**config.mk**
```make
export PLATFORM = sky130hd
export DESIGN_NAME = cnt_dn_ld
export DESIGN_NICKNAME = d
export VERILOG_FILES = /design/src/rtl/cnt_dn_ld_pkg.sv /design/src/rtl/vote.sv /design/src/rtl/cnt_dn_ld.sv
export SDC_FILE = /design/constraint.sdc
export NUM_CORES = 1
export LEC_CHECK = 0
export CORE_AREA = 3 3 40 42
export DETAILED_ROUTE_END_ITERATION = 8
export DIE_AREA = 0 0 43 45
export PLACE_DENSITY = 0.55
export SKIP_LAST_GASP = 1
export SYNTH_ARGS = -nofsm -noshare
export SYNTH_HDL_FRONTEND = slang
export SYNTH_HIERARCHICAL = 1
export SYNTH_SLANG_ARGS = --single-unit
```
**constraint.sdc**
```tcl
create_clock -name CLK -period 2.5 [get_ports CLK]
set_input_delay 0.5 -clock CLK [delete_from_list [all_inputs] [get_ports CLK]]
set_output_delay 0.5 -clock CLK [all_outputs]
set_load 0.01 [all_outputs]
```
**src/rtl/cnt_dn_ld_pkg.sv**
```systemverilog
// Shared definitions for the loadable down-counter: state encoding and
// default parameter values.
package cnt_dn_ld_pkg;

   typedef enum logic {
      IDLE = 1'b0,
      RUN  = 1'b1
   } state_t;

   localparam int WIDTH_DEF  = 4;
   localparam int TMR_DEF    = 0;
   localparam int RELOAD_DEF = 0;

endpackage

```
**src/rtl/vote.sv**
```systemverilog
// Bitwise 2-of-3 majority voter used to scrub triplicated register sets.
module vote #(
   parameter int Width = 1
) (
   input  logic [Width-1:0] i_a,
   input  logic [Width-1:0] i_b,
   input  logic [Width-1:0] i_c,
   output logic [Width-1:0] o_y
);

   assign o_y = (i_a & i_b) | (i_a & i_c) | (i_b & i_c);

endmodule

```
**src/rtl/cnt_dn_ld.sv**
```systemverilog
// Loadable down-counter / terminal-count timer with one-shot or periodic
// expiry and optional triplicated, self-scrubbing state.
module cnt_dn_ld
   import cnt_dn_ld_pkg::*;
#(
   parameter int Width  = WIDTH_DEF,
   parameter int TMR    = TMR_DEF,
   parameter int RELOAD = RELOAD_DEF
) (
   input  logic             CLK,
   input  logic             RST_N,
   input  logic             LD,
   input  logic [Width-1:0] D,
   input  logic             CE,
   output logic [Width-1:0] Q,
   output logic             BUSY,
   output logic             TC
);

   localparam logic [Width-1:0] ONE = Width'(1);

   logic [Width-1:0] w_cnt;
   logic [Width-1:0] w_rld;
   state_t           w_st;
   logic             w_tc;

   logic [Width-1:0] w_cnt_nxt;
   logic [Width-1:0] w_rld_nxt;
   state_t           w_st_nxt;
   logic             w_tc_nxt;

   // Next-state logic sees only the (voted) current values, so every copy
   // is rewritten with the same value each cycle.
   always_comb begin
      w_cnt_nxt = w_cnt;
      w_rld_nxt = w_rld;
      w_st_nxt  = w_st;
      w_tc_nxt  = 1'b0;
      if (LD) begin
         w_cnt_nxt = D;
         w_rld_nxt = D;
         w_st_nxt  = (D != '0) ? RUN : IDLE;
      end else if ((w_st == RUN) && CE) begin
         if (w_cnt == ONE) begin
            w_tc_nxt = 1'b1;
            if (RELOAD != 0) begin
               w_cnt_nxt = w_rld;
            end else begin
               w_cnt_nxt = '0;
               w_st_nxt  = IDLE;
            end
         end else begin
            w_cnt_nxt = w_cnt - ONE;
         end
      end
   end

   generate
      if (TMR != 0) begin : g_tmr
         logic [Width-1:0] r_cnt0, r_cnt1, r_cnt2;
         logic [Width-1:0] r_rld0, r_rld1, r_rld2;
         state_t           r_st0,  r_st1,  r_st2;
         logic             r_tc0,  r_tc1,  r_tc2;
         logic [1:0]       w_sttc;

         always_ff @(posedge CLK or negedge RST_N) begin
            if (!RST_N) begin
               r_cnt0 <= '0;
               r_cnt1 <= '0;
               r_cnt2 <= '0;
               r_rld0 <= '0;
               r_rld1 <= '0;
               r_rld2 <= '0;
               r_st0  <= IDLE;
               r_st1  <= IDLE;
               r_st2  <= IDLE;
               r_tc0  <= 1'b0;
               r_tc1  <= 1'b0;
               r_tc2  <= 1'b0;
            end else begin
               r_cnt0 <= w_cnt_nxt;
               r_cnt1 <= w_cnt_nxt;
               r_cnt2 <= w_cnt_nxt;
               r_rld0 <= w_rld_nxt;
               r_rld1 <= w_rld_nxt;
               r_rld2 <= w_rld_nxt;
               r_st0  <= w_st_nxt;
               r_st1  <= w_st_nxt;
               r_st2  <= w_st_nxt;
               r_tc0  <= w_tc_nxt;
               r_tc1  <= w_tc_nxt;
               r_tc2  <= w_tc_nxt;
            end
         end

         vote #(.Width(Width)) u_vote_cnt (
            .i_a (r_cnt0),
            .i_b (r_cnt1),
            .i_c (r_cnt2),
            .o_y (w_cnt)
         );

         vote #(.Width(Width)) u_vote_rld (
            .i_a (r_rld0),
            .i_b (r_rld1),
            .i_c (r_rld2),
            .o_y (w_rld)
         );

         // State and TC travel together as one 2-bit voted word.
         vote #(.Width(2)) u_vote_sttc (
            .i_a ({r_st0, r_tc0}),
            .i_b ({r_st1, r_tc1}),
            .i_c ({r_st2, r_tc2}),
            .o_y (w_sttc)
         );

         assign w_st = state_t'(w_sttc[1]);
         assign w_tc = w_sttc[0];
      end else begin : g_single
         logic [Width-1:0] r_cnt;
         logic [Width-1:0] r_rld;
         state_t           r_st;
         logic             r_tc;

         always_ff @(posedge CLK or negedge RST_N) begin
            if (!RST_N) begin
               r_cnt <= '0;
               r_rld <= '0;
               r_st  <= IDLE;
               r_tc  <= 1'b0;
            end else begin
               r_cnt <= w_cnt_nxt;
               r_rld <= w_rld_nxt;
               r_st  <= w_st_nxt;
               r_tc  <= w_tc_nxt;
            end
         end

         assign w_cnt = r_cnt;
         assign w_rld = r_rld;
         assign w_st  = r_st;
         assign w_tc  = r_tc;
      end
   endgenerate

   assign Q    = w_cnt;
   assign BUSY = (w_st == RUN);
   assign TC   = w_tc;

endmodule

```
==> results of run 1 <==
-- registers in the layout, indices dropped and copies added (netlist names) --
register	cells
BUSY	1
Q	4
TC	1
-- synthesized netlist by cell type --
| cell | instances | area [um2] |
|---|---|---|
| ha_1 | 2 | 25.0 |
| nor3_1 | 1 | 5.00 |
| a211o_2 | 1 | 10.0 |
| a2bb2oi_1 | 1 | 8.76 |
| dfrtp_1 | 6 | 150 |
| mux2_2 | 1 | 11.3 |
| or4_1 | 1 | 7.51 |
| a311o_1 | 1 | 10.0 |
| nand2_1 | 4 | 15.0 |
| o21ai_0 | 2 | 10.0 |
| nand3_1 | 1 | 5.00 |
| nor2_1 | 2 | 7.51 |
| a21oi_1 | 1 | 5.00 |
| or3_1 | 1 | 6.26 |
| inv_1 | 4 | 15.0 |
| mux2i_1 | 1 | 10.0 |
| xnor2_1 | 1 | 8.76 |
| a31oi_1 | 1 | 6.26 |
| o41ai_1 | 1 | 8.76 |
-- worst paths after layout --
kind,to,slack (ps),cells after the start
worst max-delay path,Q[2],790,1
worst min-delay path,Q[3]$_DFFE_PN0P_,500,1
worst max register to register,Q[3]$_DFFE_PN0P_,1080,3
worst min register to register,Q[3]$_DFFE_PN0P_,590,2
max in group asynchronous,Q[1]$_DFFE_PN0P_,1780,1
min in group CLK,Q[3]$_DFFE_PN0P_,590,2
-- final cells by class --
cell class                      instances  area share
Sequential cell                         6       0.302
Inverter                                4      0.0302
Timing Repair Buffer                   13       0.262
Clock buffer                            3      0.0453
Tap cell                               15      0.0378
Multi-Input combinational cell         23       0.322
-- cell families (layout without fill, tap and decap cells) --
kind of cell,after synthesis,in the layout,synth area share
XOR/XNOR,1,1,0.0269
adder cells (fa/ha/maj),2,2,0.0769
multiplexers,2,2,0.0654
AO/OA/AOI/OAI,8,8,0.181
AND/OR/NAND/NOR,10,10,0.142
buffers and inverters,4,20,0.0461
flip-flops,6,6,0.462
-- power by group --
part	internal (W)	switching [W]	leakage, nW	total [W]
clock network	0.0000543	0.0000352	0.0138	0.0000895
registers	0.000108	0.00000929	0.0710	0.000117
logic	0.0000453	0.0000350	0.131	0.0000803
total	0.000207	0.0000795	0.216	0.000287
-- per-layer routing --
layer / part of all wire / track usage
met5: 0 / 0
met4: 0.011 / 0.0361
met3: 0.11 / 0.0637
met2: 0.47 / 0.138
met1: 0.41 / 0.0958
-- through the flow --
| step | setup slack, ps | hold slack (ps) | area [um2] |
|---|---|---|---|
| 2_1_floorplan | 1100 | 204 | 325 |
| 3_3_place_gp | 646 | 588 | 474 |
| 3_5_place_dp | 614 | 595 | 474 |
| 4_1_cts | 770 | 512 | 497 |
| 5_1_grt | 724 | 522 | 497 |
| 6_report | 792 | 497 | 497 |
==> out/results.tsv, run 1 <==
stage	metric	value	unit
timing	Hold Vio Cnt, Final	0	
global_routing	number of global-route vias before repair	296	
run	# Max-Cap Violations	0	
global_routing	largest net degree at the start of global routing	8	
worst_setup_path	CP required	2000	ps
placement	dpl cells	61	
route	1st-pass router iterations	1	
clock_tree	cts bufs inserted	3	
yosys	YS warnings	6	
route	Vias	304	
clock_tree	total clock sinks	6	
worst_setup_path	Worst Path Buf+Inv	1	
route	DRT antenna net count	0	
clock_tree	CTS Hold Bufs	0	
floorplanning	Starting Density	0.253	
floorplanning	die width	43	um
worst_setup_path	Worst EP arrival	1210	ps
global_routing	GRT Util Overall	0.0897	
worst_setup_path	CP Cell Sequence	clkdlybuf4s50_1	
timing	part of the cycle the worst path needs	0.683	
global_routing	global-route wire length before repair	1220	um
yosys	Cell variety after synth	19	
clock_tree	Clock transition at path regs	40	ps
worst_setup_path	slowest CP cell	clkdlybuf4s50_1	
timing	RSZ-0062 raised after global routing	no	
route	DRC Markers	0	
power_and_ir_drop	power per cell area	577	mW/mm2
power_and_ir_drop	Max rail drop VDD	0.273	mV
worst_setup_path	launching point of the worst reg2reg path	Q[2]$_DFFE_PN0P_	
clock_tree	CTS tree	built	
cells_and_area	ANT cells	0	
cells_and_area	layout filler cell count	131	
yosys	Mapped Nets	43	
clock_tree	post-CTS resize count	0	
power_and_ir_drop	leakage	0.216	nW
yosys	synthesis-stage register bit count	6	
placement	Placer Congestion	0.722	
yosys	sequential fraction of the synthesis area	0.462	
floorplanning	Core Region	0.00128	mm2
worst_setup_path	Worst Setup End Kind	primary output	
worst_setup_path	worst setup path start	Q[2]$_DFFE_PN0P_	
floorplanning	die area	0.00194	mm2
cells_and_area	fin util	0.387	
worst_setup_path	highest net fanout along the worst path	5	
timing	Worst Skew	2.36	ps
cells_and_area	area of the multi-input gates	160	um2
route	via/cell ratio	4.75	
yosys	synthesized area	325	um2
timing	final setup violation count	0	
route	routed len/inst	11.1	um
global_routing	initial antenna violation count	0	
timing	Max Freq	585	MHz
yosys	Mapped Cells	33	
floorplanning	Die Height	45	um
placement	IO Port Bufs	13	
cells_and_area	share of cells above drive strength 1	0.102	
timing	Slew @ Worst Pin	280	ps
floorplanning	Core Rows	13	
timing	final period demand of the worst path	1710	ps
worst_hold_path	HP Class	in2async	
floorplanning	I/O pin count	14	
worst_setup_path	Crit path largest cell delay	560	ps
route	starting DRC count in detailed routing	0	
timing	Slew HR	0.813	
clock_tree	maximum root-to-sink buffer count	2	
worst_setup_path	critical path startpoint category	flip-flop	
power_and_ir_drop	Tot Pwr	0.000287	W
cells_and_area	final non-filler cell total	64	
global_routing	gr ovfl total	0	
clock_tree	Clk Latency, worst-skew pair	250	ps
cells_and_area	Sequential cell area	150	um2
run_status	outcome	completed	
clock_tree	Post-CTS Setup Bufs	0	
clock_tree	H-tree levels	1	
worst_setup_path	Setup CP Type	reg2out	
timing	setup TNS	0	ps
route	Post-Route WL	711	um
clock_tree	Root Driver	clkbuf_4	
cells_and_area	Area Overhead vs Synth	52.7	%
cells_and_area	commonest cells after routing, fill and taps aside	13 x clkdlybuf4s50_1, 6 x dfrtp_1, 4 x inv_1, 4 x nand2_1, 3 x clkbuf_4	
timing	Max Slew Vio Count	0	
cells_and_area	nets	61	
worst_setup_path	CP top delay family	buffers and inverters	
cells_and_area	most common cell after layout, fill and taps aside	clkdlybuf4s50_1	
yosys	Avg Cell Area, Syn	9.86	um2
No activity file was read; power rests on OpenSTA's default activity.
==> inputs of run 2 (changes only) <==
==> constraint.sdc (replaced) <==
create_clock -name CLK -period 1.63 [get_ports CLK]
set_input_delay 0.326 -clock CLK [delete_from_list [all_inputs] [get_ports CLK]]
set_output_delay 0.326 -clock CLK [all_outputs]
set_load 0.01 [all_outputs]
==> out/results.tsv, run 2 (synthesis results as in run 1) <==
stage	metric	value	unit	change
worst_hold_path	HP Class	in2async		
timing	setup TNS	0	ps	unchanged
worst_setup_path	critical path startpoint category	flip-flop		
power_and_ir_drop	leakage	0.230	nW	+6.6%
run	# Max-Cap Violations	0		unchanged
clock_tree	total clock sinks	6		unchanged
global_routing	initial antenna violation count	0		unchanged
worst_setup_path	slowest CP cell	clkdlybuf4s50_1		
placement	dpl ws	65.4	ps	-548 ps
floorplanning	Starting Density	0.253		unchanged
cells_and_area	Area Overhead vs Synth	59.6	%	
worst_setup_path	highest net fanout along the worst path	5		unchanged
timing	Max Freq	648	MHz	
cells_and_area	most common cell after layout, fill and taps aside	clkdlybuf4s50_1		
timing	Final Worst Setup Slack	86.6	ps	-705 ps
clock_tree	Post-CTS Setup Bufs	0		unchanged
clock_tree	Root Driver	clkbuf_4		
power_and_ir_drop	power per cell area	865	mW/mm2	+50%
clock_tree	cts bufs inserted	3		unchanged
worst_setup_path	CP required	1300	ps	-700 ps
global_routing	GRT Util Overall	0.0905		+0.000762
placement	Placer Congestion	0.709		-1.9%
route	1st-pass router iterations	3		+2
run_status	outcome	completed		
route	Vias	315		+3.6%
worst_setup_path	Worst EP arrival	1220	ps	about the same
clock_tree	H-tree levels	1		unchanged
timing	Hold Vio Cnt, Final	0		unchanged
worst_setup_path	Worst Path Buf+Inv	1		unchanged
clock_tree	maximum root-to-sink buffer count	2		unchanged
cells_and_area	nets	64		+4.9%
worst_setup_path	CP top delay family	buffers and inverters		
route	starting DRC count in detailed routing	6		+6
route	DRT antenna net count	0		unchanged
floorplanning	die area	0.00194	mm2	unchanged
cells_and_area	share of cells above drive strength 1	0.154		+0.0518
clock_tree	CTS tree	built		
cells_and_area	layout filler cell count	141		+7.6%
timing	Slew HR	0.808		-0.00410
floorplanning	Core Rows	13		unchanged
placement	IO Port Bufs	13		unchanged
timing	final setup violation count	0		unchanged
global_routing	gr ovfl total	0		unchanged
cells_and_area	max reg flops	4		unchanged
clock_tree	Clk Latency, worst-skew pair	250	ps	about the same
route	routed len/inst	11.6	um	+4.8%
route	Post-Route WL	780	um	+9.7%
power_and_ir_drop	Max rail drop VDD	0.279	mV	+2.4%
route	DRC Markers	0		unchanged
floorplanning	die width	43	um	unchanged
global_routing	number of global-route vias before repair	288		-2.7%
clock_tree	post-CTS resize count	0		unchanged
floorplanning	Core Region	0.00128	mm2	unchanged
floorplanning	I/O pin count	14		unchanged
worst_setup_path	Worst Setup End Kind	primary output		
worst_setup_path	Crit path largest cell delay	560	ps	about the same
clock_tree	Clock transition at path regs	50	ps	about the same
worst_setup_path	Setup CP Type	reg2out		
global_routing	global-route wire length before repair	1210	um	-0.57%
cells_and_area	commonest cells after routing, fill and taps aside	13 x clkdlybuf4s50_1, 6 x dfrtp_1, 4 x inv_1, 4 x nand2_1		
global_routing	largest net degree at the start of global routing	7		-1
floorplanning	Die Height	45	um	unchanged
timing	Worst Skew	2.49	ps	+0.131 ps
timing	Slew @ Worst Pin	286	ps	+6.13 ps
timing	final period demand of the worst path	1540	ps	
timing	part of the cycle the worst path needs	0.947		
route	via/cell ratio	4.70		-1.0%
timing	RSZ-0062 raised after global routing	no		
timing	Max Slew Vio Count	0		unchanged
worst_setup_path	CP Cell Sequence	clkdlybuf4s50_1		
placement	post-DP HPWL	633	um	
cells_and_area	ANT cells	0		unchanged
clock_tree	CTS Hold Bufs	0		unchanged
-- run 2: cell types whose count changed in the layout (fill, tap and decap cells not counted), sizes merged --
cell,previous run,this run
buf,0,3
-- run 2: cell type report --
type                       instances  area (um2)  area share
clock buffer                       3        22.5      0.0434
multi-input combinational         23         160       0.308
tap                               15        18.8      0.0361
timing repair buffer              16         153       0.294
sequential                         6         150       0.289
inverter                           4        15.0      0.0289
-- run 2: power breakdown --
part	internal (W)	switching [W]	total (W)
logic	0.0000745	0.0000547	0.000129
clock network	0.0000835	0.0000568	0.000140
registers	0.000165	0.0000146	0.000180
-- run 2: per-stage QoR --
step	hold slack, ps	cell area, um2	cells	utilization	total power [W]
global route	347	519	67	0.404	0.000474
floorplan	30.4	325	33	-	0.000238
CTS	327	519	67	0.404	0.000459
global placement	601	497	64	0.387	0.000313
finish	323	519	67	0.404	0.000449
detailed placement	595	497	64	0.387	0.000314
-- run 2: layer usage --
| metal | part of all wire | GRT usage |
|---|---|---|
| met1 | 0.42 | 0.105 |
| met2 | 0.49 | 0.135 |
| met3 | 0.085 | 0.0677 |
| met4 | 0 | 0.0181 |
| met5 | 0 | 0 |
-- run 2: worst paths after layout --
path	start	endpoint	slack, ps	depth (start not counted)
setup / recovery	Q[2]$_DFFE_PN0P_	Q[2]	90	1
hold / removal	RST_N	TC$_DFF_PN0_	320	1
setup reg to reg	Q[2]$_DFFE_PN0P_	Q[3]$_DFFE_PN0P_	200	3
hold reg to reg	Q[3]$_DFFE_PN0P_	Q[3]$_DFFE_PN0P_	610	2
max in group asynchronous	RST_N	BUSY$_DFFE_PN0P_	1080	1
min in group CLK	Q[3]$_DFFE_PN0P_	Q[3]$_DFFE_PN0P_	610	2
